<file path="src/rtl/result_bram_ctrl.sv">
// result_bram_ctrl
//   Job sequencer and sole master of the dual-port result BRAM. Each job
//   clears its bit range, accepts scattered single-bit result writes, then
//   drains the range as a WORD_W-bit stream under valid/ready backpressure.
//
// Ports
//   clk, reset                 : clock, synchronous active-high reset
//   start, num_bits            : job start pulse and size (sampled in IDLE)
//   busy, done                 : job status, one-cycle completion pulse
//   in_valid/in_ready/in_idx/in_bit/in_last : result-bit write stream
//   drop_cnt                   : saturating count of out-of-range writes
//   out_valid/out_ready/out_data/out_last   : drained word stream
//   bram_wea/web, bram_addra/addrb, bram_dina/dinb : BRAM port controls
//   bram_doutb                 : BRAM port B read data
module result_bram_ctrl #(
  parameter int ADDR_W = 20,
  parameter int WORD_W = 32,
  parameter int RD_LAT = 1
) (
  input  logic              clk,
  input  logic              reset,
  input  logic              start,
  input  logic [ADDR_W-1:0] num_bits,
  output logic              busy,
  output logic              done,
  input  logic              in_valid,
  output logic              in_ready,
  input  logic [ADDR_W-1:0] in_idx,
  input  logic              in_bit,
  input  logic              in_last,
  output logic [15:0]       drop_cnt,
  output logic              out_valid,
  input  logic              out_ready,
  output logic [WORD_W-1:0] out_data,
  output logic              out_last,
  output logic              bram_wea,
  output logic              bram_web,
  output logic [ADDR_W-1:0] bram_addra,
  output logic [ADDR_W-1:0] bram_addrb,
  output logic              bram_dina,
  output logic              bram_dinb,
  input  logic [WORD_W-1:0] bram_doutb
);

  localparam int LOG_W  = $clog2(WORD_W);
  localparam int WCNT_W = ADDR_W - LOG_W + 1;   // holds word counts up to 2**(ADDR_W-LOG_W)
  localparam int DEPTH  = RD_LAT + 1;
  localparam int PTR_W  = (DEPTH > 1) ? $clog2(DEPTH) : 1;
  localparam int CNT_W  = $clog2(DEPTH + 1) + 1;

  typedef enum logic [2:0] {
    S_IDLE, S_CLEAR, S_COLLECT, S_TURN, S_DRAIN, S_DONE
  } state_t;

  state_t              state_q, state_d;
  logic [ADDR_W-1:0]   num_bits_q, num_bits_d;
  logic [WCNT_W-1:0]   words_q, words_d;
  logic [ADDR_W:0]     clear_c_q, clear_c_d;
  logic [15:0]         drop_cnt_q, drop_cnt_d;
  logic [WCNT_W-1:0]   rd_word_q, rd_word_d;
  logic [WCNT_W-1:0]   out_cnt_q, out_cnt_d;
  logic [RD_LAT-1:0]   pipe_q, pipe_d;
  logic [PTR_W-1:0]    wr_ptr_q, wr_ptr_d;
  logic [PTR_W-1:0]    rd_ptr_q, rd_ptr_d;
  logic [CNT_W-1:0]    fifo_cnt_q, fifo_cnt_d;
  logic [WORD_W-1:0]   fifo_mem_q [DEPTH];

  logic [ADDR_W:0]     nb_round;
  logic [WCNT_W-1:0]   words_start;
  logic [ADDR_W:0]     clear_end;
  logic                clear_last;
  logic                in_range;
  logic                last_word;
  logic                out_pop;
  logic                rd_issue;
  logic                fifo_push;
  logic [CNT_W-1:0]    inflight;
  logic [CNT_W-1:0]    credit;

  function automatic logic [PTR_W-1:0] ptr_inc(input logic [PTR_W-1:0] p);
    return (p == PTR_W'(DEPTH - 1)) ? '0 : p + PTR_W'(1);
  endfunction

  assign nb_round    = {1'b0, num_bits} + (ADDR_W + 1)'(WORD_W - 1);
  assign words_start = nb_round[ADDR_W:LOG_W];
  assign clear_end   = {words_q, {LOG_W{1'b0}}};
  // Two bits are cleared per cycle; WORD_W is even so the end is hit exactly.
  assign clear_last  = (clear_c_q + (ADDR_W + 1)'(2)) == clear_end;
  assign in_range    = in_idx < num_bits_q;
  assign last_word   = out_cnt_q == (words_q - WCNT_W'(1));
  assign out_pop     = out_valid && out_ready;

  // State register and all sequential state.
  always_ff @(posedge clk) begin
    if (reset) begin
      state_q    <= S_IDLE;
      num_bits_q <= '0;
      words_q    <= '0;
      clear_c_q  <= '0;
      drop_cnt_q <= '0;
      rd_word_q  <= '0;
      out_cnt_q  <= '0;
      pipe_q     <= '0;
      wr_ptr_q   <= '0;
      rd_ptr_q   <= '0;
      fifo_cnt_q <= '0;
    end else begin
      state_q    <= state_d;
      num_bits_q <= num_bits_d;
      words_q    <= words_d;
      clear_c_q  <= clear_c_d;
      drop_cnt_q <= drop_cnt_d;
      rd_word_q  <= rd_word_d;
      out_cnt_q  <= out_cnt_d;
      pipe_q     <= pipe_d;
      wr_ptr_q   <= wr_ptr_d;
      rd_ptr_q   <= rd_ptr_d;
      fifo_cnt_q <= fifo_cnt_d;
    end
  end

  // Read-data FIFO storage; contents are only meaningful under fifo_cnt_q.
  always_ff @(posedge clk) begin
    if (fifo_push) begin
      fifo_mem_q[wr_ptr_q] <= bram_doutb;
    end
  end

  // Next-state logic.
  always_comb begin
    state_d = state_q;
    case (state_q)
      S_IDLE:    if (start) state_d = (num_bits == '0) ? S_DONE : S_CLEAR;
      S_CLEAR:   if (clear_last) state_d = S_COLLECT;
      S_COLLECT: if (in_valid && in_last) state_d = S_TURN;
      S_TURN:    state_d = S_DRAIN;
      S_DRAIN:   if (out_pop && last_word) state_d = S_DONE;
      S_DONE:    state_d = S_IDLE;
      default:   state_d = S_IDLE;
    endcase
  end

  // Job counters.
  always_comb begin
    num_bits_d = num_bits_q;
    words_d    = words_q;
    clear_c_d  = clear_c_q;
    drop_cnt_d = drop_cnt_q;
    rd_word_d  = rd_word_q;
    out_cnt_d  = out_cnt_q;
    case (state_q)
      S_IDLE: begin
        if (start) begin
          num_bits_d = num_bits;
          words_d    = words_start;
          clear_c_d  = '0;
          drop_cnt_d = '0;
        end
      end
      S_CLEAR: clear_c_d = clear_c_q + (ADDR_W + 1)'(2);
      S_COLLECT: begin
        if (in_valid && !in_range && (drop_cnt_q != 16'hFFFF)) begin
          drop_cnt_d = drop_cnt_q + 16'd1;
        end
      end
      S_TURN: begin
        rd_word_d = '0;
        out_cnt_d = '0;
      end
      S_DRAIN: begin
        if (rd_issue) rd_word_d = rd_word_q + WCNT_W'(1);
        if (out_pop)  out_cnt_d = out_cnt_q + WCNT_W'(1);
      end
      default: ;
    endcase
  end

  // Read pipeline and FIFO bookkeeping. The word being popped this cycle
  // frees its slot, so it is credited back before deciding on a new read;
  // this keeps one read per cycle with out_ready high while never
  // committing more reads than the FIFO can absorb.
  always_comb begin
    inflight = '0;
    for (int i = 0; i < RD_LAT; i++) begin
      inflight = inflight + CNT_W'(pipe_q[i]);
    end
    credit   = fifo_cnt_q - CNT_W'(out_pop) + inflight;
    rd_issue = (state_q == S_DRAIN) && (rd_word_q < words_q) &&
               (credit <= CNT_W'(RD_LAT));
    pipe_d    = '0;
    pipe_d[0] = rd_issue;
    for (int i = 1; i < RD_LAT; i++) begin
      pipe_d[i] = pipe_q[i-1];
    end
    fifo_push  = pipe_q[RD_LAT-1];
    wr_ptr_d   = fifo_push ? ptr_inc(wr_ptr_q) : wr_ptr_q;
    rd_ptr_d   = out_pop ? ptr_inc(rd_ptr_q) : rd_ptr_q;
    fifo_cnt_d = fifo_cnt_q + CNT_W'(fifo_push) - CNT_W'(out_pop);
  end

  // Outputs.
  always_comb begin
    busy       = state_q != S_IDLE;
    done       = state_q == S_DONE;
    in_ready   = 1'b0;
    out_valid  = 1'b0;
    out_data   = '0;
    out_last   = 1'b0;
    bram_wea   = 1'b0;
    bram_web   = 1'b0;
    bram_addra = '0;
    bram_addrb = '0;
    bram_dina  = 1'b0;
    bram_dinb  = 1'b0;
    case (state_q)
      S_CLEAR: begin
        bram_wea   = 1'b1;
        bram_web   = 1'b1;
        bram_addra = clear_c_q[ADDR_W-1:0];
        bram_addrb = clear_c_q[ADDR_W-1:0] + ADDR_W'(1);
      end
      S_COLLECT: begin
        in_ready = 1'b1;
        if (in_valid && in_range) begin
          bram_wea   = 1'b1;
          bram_addra = in_idx;
          bram_dina  = in_bit;
        end
      end
      S_DRAIN: begin
        bram_addrb = {rd_word_q[WCNT_W-2:0], {LOG_W{1'b0}}};
        out_valid  = fifo_cnt_q != '0;
        if (out_valid) begin
          out_data = fifo_mem_q[rd_ptr_q];
          out_last = last_word;
        end
      end
      default: ;
    endcase
  end

  assign drop_cnt = drop_cnt_q;

endmodule

</file>
<file path="config.mk">
export PLATFORM = sky130hd
export DESIGN_NAME = result_bram_ctrl
export DESIGN_NICKNAME = d
export VERILOG_FILES = /design/src/rtl/result_bram_ctrl.sv
export SDC_FILE = /design/constraint.sdc
export NUM_CORES = 1
export LEC_CHECK = 0
export BUFFER_PORTS_ARGS = -buffer_cell sky130_fd_sc_hd__buf_2
export CAP_MARGIN = 20
export CORE_MARGIN = 4
export CORE_UTILIZATION = 62
export CTS_CLUSTER_DIAMETER = 40
export DETAILED_ROUTE_END_ITERATION = 16
export PLACE_DENSITY = 0.85
export SYNTH_ARGS = -nofsm -noshare
export SYNTH_HDL_FRONTEND = slang
export SYNTH_SLANG_ARGS = --single-unit
</file>
<file path="constraint.sdc">
create_clock -name clk -period 5.9 [get_ports clk]
set_clock_uncertainty 0.15 [all_clocks]
set_input_delay 1.18 -clock clk [delete_from_list [all_inputs] [get_ports clk]]
set_output_delay 1.18 -clock clk [all_outputs]
set_load 0.01 [all_outputs]
</file>
Word-level counts from Yosys, hierarchy flattened

Memory sizes are Yosys's and may differ from the RTL's. A register that Yosys moved wholly into a read port is not among the register bits.
Index checks and enable logic that the tools add are counted.

$add $sub $neg: 13
$mul: 0
Divide/modulo/power cells: 0
Magnitude comparators: 3
Equal/unequal tests: 15
Shifts and indexed selects: 0
Mux-type cells: 35
Bitwise gates (word level): 0
Reduce and logical (&&, ||, !) cells: 22

Operators by type and width:

| kind                                                                 | count |
|---|---|
| 16-bit case mux with 2 select lines                                  | 3 |
| 20-bit case mux with 2 select lines                                  | 2 |
| 16-bit two-way mux                                                   | 4 |
| 32-bit two-way mux                                                   | 2 |
| 16-bit by 1-bit adder with 16-bit output, second input constant      | 3 |
| 21-bit case mux with 2 select lines                                  | 1 |
| 20-bit by 5-bit adder with 21-bit output, second input constant      | 1 |
| 21-bit by 2-bit adder with 21-bit output, second input constant      | 1 |
| 21-bit == test                                                       | 1 |
| 21-bit two-way mux                                                   | 1 |
| 20-bit by 1-bit adder with 20-bit output, second input constant      | 1 |
| 20-bit logical NOT                                                   | 1 |
| 20-bit less-than comparator                                          | 1 |
| 20-bit two-way mux                                                   | 1 |
| 16-bit == test                                                       | 1 |
| 16-bit less-than comparator                                          | 1 |
| 16-bit != test, second input constant                                | 1 |
| 16-bit by 1-bit subtractor with 16-bit output, second input constant | 1 |
| 3-bit two-way mux                                                    | 5 |
| 3-bit case mux with 5 select lines                                   | 1 |
| 1-bit two-way mux                                                    | 14 |
| 2-bit != test, second input constant                                 | 7 |
| 1-bit logical AND                                                    | 8 |
| 2-bit AND reduction                                                  | 4 |
| other kinds (14)                                                     | 22 |

Flip-flop bits (word level): 114
Latch bits: 0
Bits in writable memories: 64
Memory bits (read-only): 0
Input bits: 79
Output and inout bits: 97
Logic and storage cells: 100
Memories: 1

Memories:

| memory     | words | width | read ports | clocked after memory_dff | write ports | line | source |
|---|---|---|---|---|---|---|---|
| fifo_mem_q | 2     | 32    | 1          | 1                        | 1           | 66   | `logic [WORD_W-1:0] fifo_mem_q [DEPTH];` |

Logic depth before layout (Yosys ltp)

Depth in word-level cells: 9
Mapped depth: 18
Gate-level depth less buffers: 15

Least setup slack after synthesis

Ideal clock, no wire load.

Path kind: input to output
Start: in in_idx[5]
End: out bram_addra[13]
Arrival: 3.167 ns
Required time: 4.570 ns
Slack: 1.403 ns
Stages: 9
Path buffers: 1
Cell sequence: ha_1 > a21o_1 > a21o_1 > a21o_1 > a221o_1 > a211oi_2 > and2_1 > buf_2 > a22o_1

Longest elaborated chain between the ends: 4

Ends and longest elaborated chain:

| element                             | line | source |
|---|---|---|
| from (decl)                         | 28   | `input logic [ADDR_W-1:0] in_idx,` |
| 20-bit less-than comparator         | 89   | `assign in_range = in_idx < num_bits_q;` |
| 1-bit logical AND                   | 224  | `if (in_valid && in_range) begin` |
| 20-bit two-way mux                  | 224  |  |
| 20-bit case mux with 2 select lines | 215  | `case (state_q)` |
| to (decl)                           | 38   | `output logic [ADDR_W-1:0] bram_addra,` |

No other way between the ends.

Worst setup path in the final report

Start: reg words_q[1]
End: out out_last

Longest elaborated chain between the ends: 4

Ends and longest elaborated chain:

| element                                       | line | source |
|---|---|---|
| from (decl)                                   | 57   | `logic [WCNT_W-1:0] words_q, words_d;` |
| from (signal assigned)                        | 110  | `words_q <= words_d;` |
| 16-bit by 1-bit subtractor with 16-bit output | 90   | `assign last_word = out_cnt_q == (words_q - WCNT_W'(1));` |
| 16-bit == test                                | 90   |  |
| 1-bit two-way mux                             | 233  | `if (out_valid) begin` |
| 1-bit two-way mux                             | 215  |  |
| to (decl)                                     | 35   | `output logic out_last,` |

No other way between the ends.

==> flow_summary_export.csv <==
group,metric,value,unit
outcome,status,"complete, no violations",
die,chipHeight,138,µm
logic_synthesis,synth_most_common_cell,"dfxtp_1",
logic_synthesis,synth_top_area_share,21.7,%
sta,fin_crit,5.08,ns
power_and_ir_drop,power_density,236,nW/µm²
cells_and_area,final_util,72.6,%
cts,postCtsHoldBufs,0,
cells_and_area,final_area,12000,µm²
global_route,groute.usage.overall,30.5,%
critical_path,crit_type,"flop to primary output",
logic_synthesis,netlist_top_cells_count,"dfxtp_1, nor2_1, nand2_1, a21oi_1, edfxtp_1",
power_and_ir_drop,p_int,2.06,mW
die,die_area,19100,µm²
global_route,grt_max_degree,73,
critical_path,cp.required,4.57,ns
logic_synthesis,ys_ff_latch,178,
power_and_ir_drop,p_clk_share,42.2,%
sta,finalCritPeriodShare,86.1,%
run,maxCapViolCount,0,
critical_path,r2r_cells,16,
sta,fmax,197,MHz
global_route,grt_pass1_wl,48.0,mm
detailed_routing,vias_per_cell,6.42,
cts,cts_max_path_buffers,2,
logic_synthesis,synth_cell_types,81,
logic_synthesis,synthTopCellsByArea,"dfxtp_1, edfxtp_1, ha_1, a21oi_1, nor2_1",
logic_synthesis,async_flop_share,0,%
place,placed_area,11400,µm²
detailed_routing,drt_wl_total,30.2,mm
place,port_buffers,174,
die,io-pin-count,176,
critical_path,cp-end-kind,"primary output",
place,dpl.hpwl,21.2,mm
logic_synthesis,synth_area,10500,µm²
power_and_ir_drop,irDropWorstVdd,0.000222,V
power_and_ir_drop,seqPwrFrac,46.8,%
global_route,antenna_found_initial,0,
cts,cts.sinks,178,
detailed_routing,antenna_left,0,
die,rows,47,
critical_path,slowest_stage,"nor4b_2",
critical_path,path_max_fanout,7,
critical_path,crit_path_max_incr_delay,0.56,ns
logic_synthesis,synth_flop_cell,"dfxtp_1",
cts,cts_resized,0,
detailed_routing,first_iter_violations,1258,
logic_synthesis,postSynthAreaPerCell,8.83,µm²
min_path,hold_depth,2,
detailed_routing,wl_per_cell,19.6,µm
die,coreArea,16600,µm²
sta,relSlewSlack,23.3,%
die,die_w,138,µm
cts,ctsHtreeMaxLevel,4,
detailed_routing,post-route-drc-count,0,
sta,drv_slew,0,
cts,cts_root_buf,"clkbuf_16",
global_route,grt_pass1_vias,9330,
cells_and_area,antenna_cells,0,
logic_synthesis,ys_warn_count,0,
sta,setup_viol,0,
sta,tightest_slew,1.14,ns
min_path,min_path_type,"flop to flop",
critical_path,startpoint_type,"flop",
sta,grt_setup_unrepaired,"no",
die,initial_core_util,63.4,%
critical_path,worstPathCellList,"inv_1, ha_1, nor4b_2, nand3_1, xnor2_1, o2111ai_1, a2111o_1, a2111oi_1, buf_2",
detailed_routing,vias,9903,
cells_and_area,drive_gt1_share,18.5,%
power_and_ir_drop,combPwrFrac,11.0,%
detailed_routing,drtPass1Iterations,6,
logic_synthesis,syn_nets,1312,
place,place_congestion,0.947,
cts,clkTransAtPathRegs,0.07,ns
logic_synthesis,synth-seq-area-share,40.0,%
sta,hold_viol,0,
global_route,grt-ovfl-total,0,
cts,cts_tree,"yes",
logic_synthesis,yosys.area.top_type,"dfxtp_1",
sta,setup_tns,0,ns
cts,post_cts_buffers,0,
cells_and_area,fin_nets,1430,
power_and_ir_drop,switchingPower,0.775,mW
logic_synthesis,synth_edf_count,64,
cells_and_area,area_growth,14.4,%
critical_path,arrival,3.75,ns
logic_synthesis,syn_inst,1191,
cts,numCtsBuffers,17,
power_and_ir_drop,switching_share,27.3,%
cts,worstSkewPairLatency,0.44,ns
power_and_ir_drop,p_leak,4.70,nW
## routing by layer
layer / global-route usage (%) / vias up / part of all wire [%]
met5: 0 / - / 0
met4: 13.6 / 0 / 3.9
met3: 5.35 / 112 / 9.6
met2: 48.8 / 588 / 46
met1: 40.8 / 4604 / 41
li1: - / 4599 / -
## cells in the final DEF, fill, tap and decap left out, drive strengths merged, types with 17 or more instances in the layout
| cell type | count |
|---|---|
| a211oi | 18 |
| a21o | 20 |
| a21oi | 92 |
| a22o | 26 |
| and3 | 23 |
| buf | 186 |
| clkbuf | 17 |
| dfxtp | 114 |
| edfxtp | 64 |
| ha | 41 |
| inv | 59 |
| mux2i | 39 |
| nand2 | 104 |
| nand3 | 43 |
| nand4 | 37 |
| nor2 | 112 |
| nor3 | 23 |
| o21ai | 57 |
| or3 | 20 |
| xnor2 | 31 |
| xor2 | 33 |
## state kept, by name, summed over array words and instances (netlist names), 3 cells and up, named ones only
register	cells
clear_c_q	20
drop_cnt	16
fifo_cnt_q	3
fifo_mem_q	64
num_bits_q	20
out_cnt_q	16
rd_word_q	16
state_q	3
words_q	16
## power by group through the flow
stage                     Clock, mW  Sequential (mW)  Combinational, mW
after global placement            0             1.35              0.291
after floorplan                   0             1.32              0.222
after CTS                      1.20             1.32              0.304
after detailed placement          0             1.35              0.300
after global routing           1.26             1.33              0.345
final                          1.20             1.33              0.312
## metrics by stage
step                      setup WS (ns)  hold WS, ns  std cells  power [mW]
final                             0.821        0.312       1542        2.84
after global routing              0.605        0.328       1542        2.93
after CTS                         0.887        0.314       1539        2.83
after detailed placement          0.948        0.303       1507        1.65
after global placement             1.02        0.295       1507        1.64
after floorplan                    1.40        0.286       1191        1.55
## final cells by class
type | count | area, µm²
multi-input combinational | 876 | 5770
fill | 1273 | 4550
sequential | 178 | 4210
timing repair buffer | 186 | 976
clock buffer | 17 | 425
tap | 220 | 275
clock inverter | 15 | 198
inverter | 50 | 188
## cells by family (layout without fill, tap and decap cells)
logic type / count (synthesis) / in the layout / share of synthesized area (%)
AND/OR/NAND/NOR: 442 / 442 / 21.7
AO/OA/AOI/OAI: 288 / 288 / 18.8
flip-flops: 178 / 178 / 40.0
buffers and inverters: 137 / 268 / 5.33
XOR/XNOR: 64 / 64 / 5.33
adder cells (fa/ha/maj): 42 / 42 / 5.07
multiplexers: 39 / 39 / 3.71
other: 1 / 1 / 0.0357
## path summary, 6_finish.rpt
kind	start	to	slack, ns
worst max-delay path	words_q[1]	out_last	0.82
worst min-delay path	num_bits_q[10]	num_bits_q[10]	0.31
worst max register to register	state_q[1]	rd_word_q[5]	1.23
worst min register to register	num_bits_q[10]	num_bits_q[10]	0.31
## worst max-delay path, delay by kind of cell, from the launching register on
kind | cells | cell delay, ns
flops | 1 | 0.37
compound gates | 3 | 1.10
fa+ha+maj | 1 | 0.35
simple gates | 2 | 0.73
buf+inv | 2 | 0.50
xor+xnor | 1 | 0.25
(Power assumes the default switching activity.)
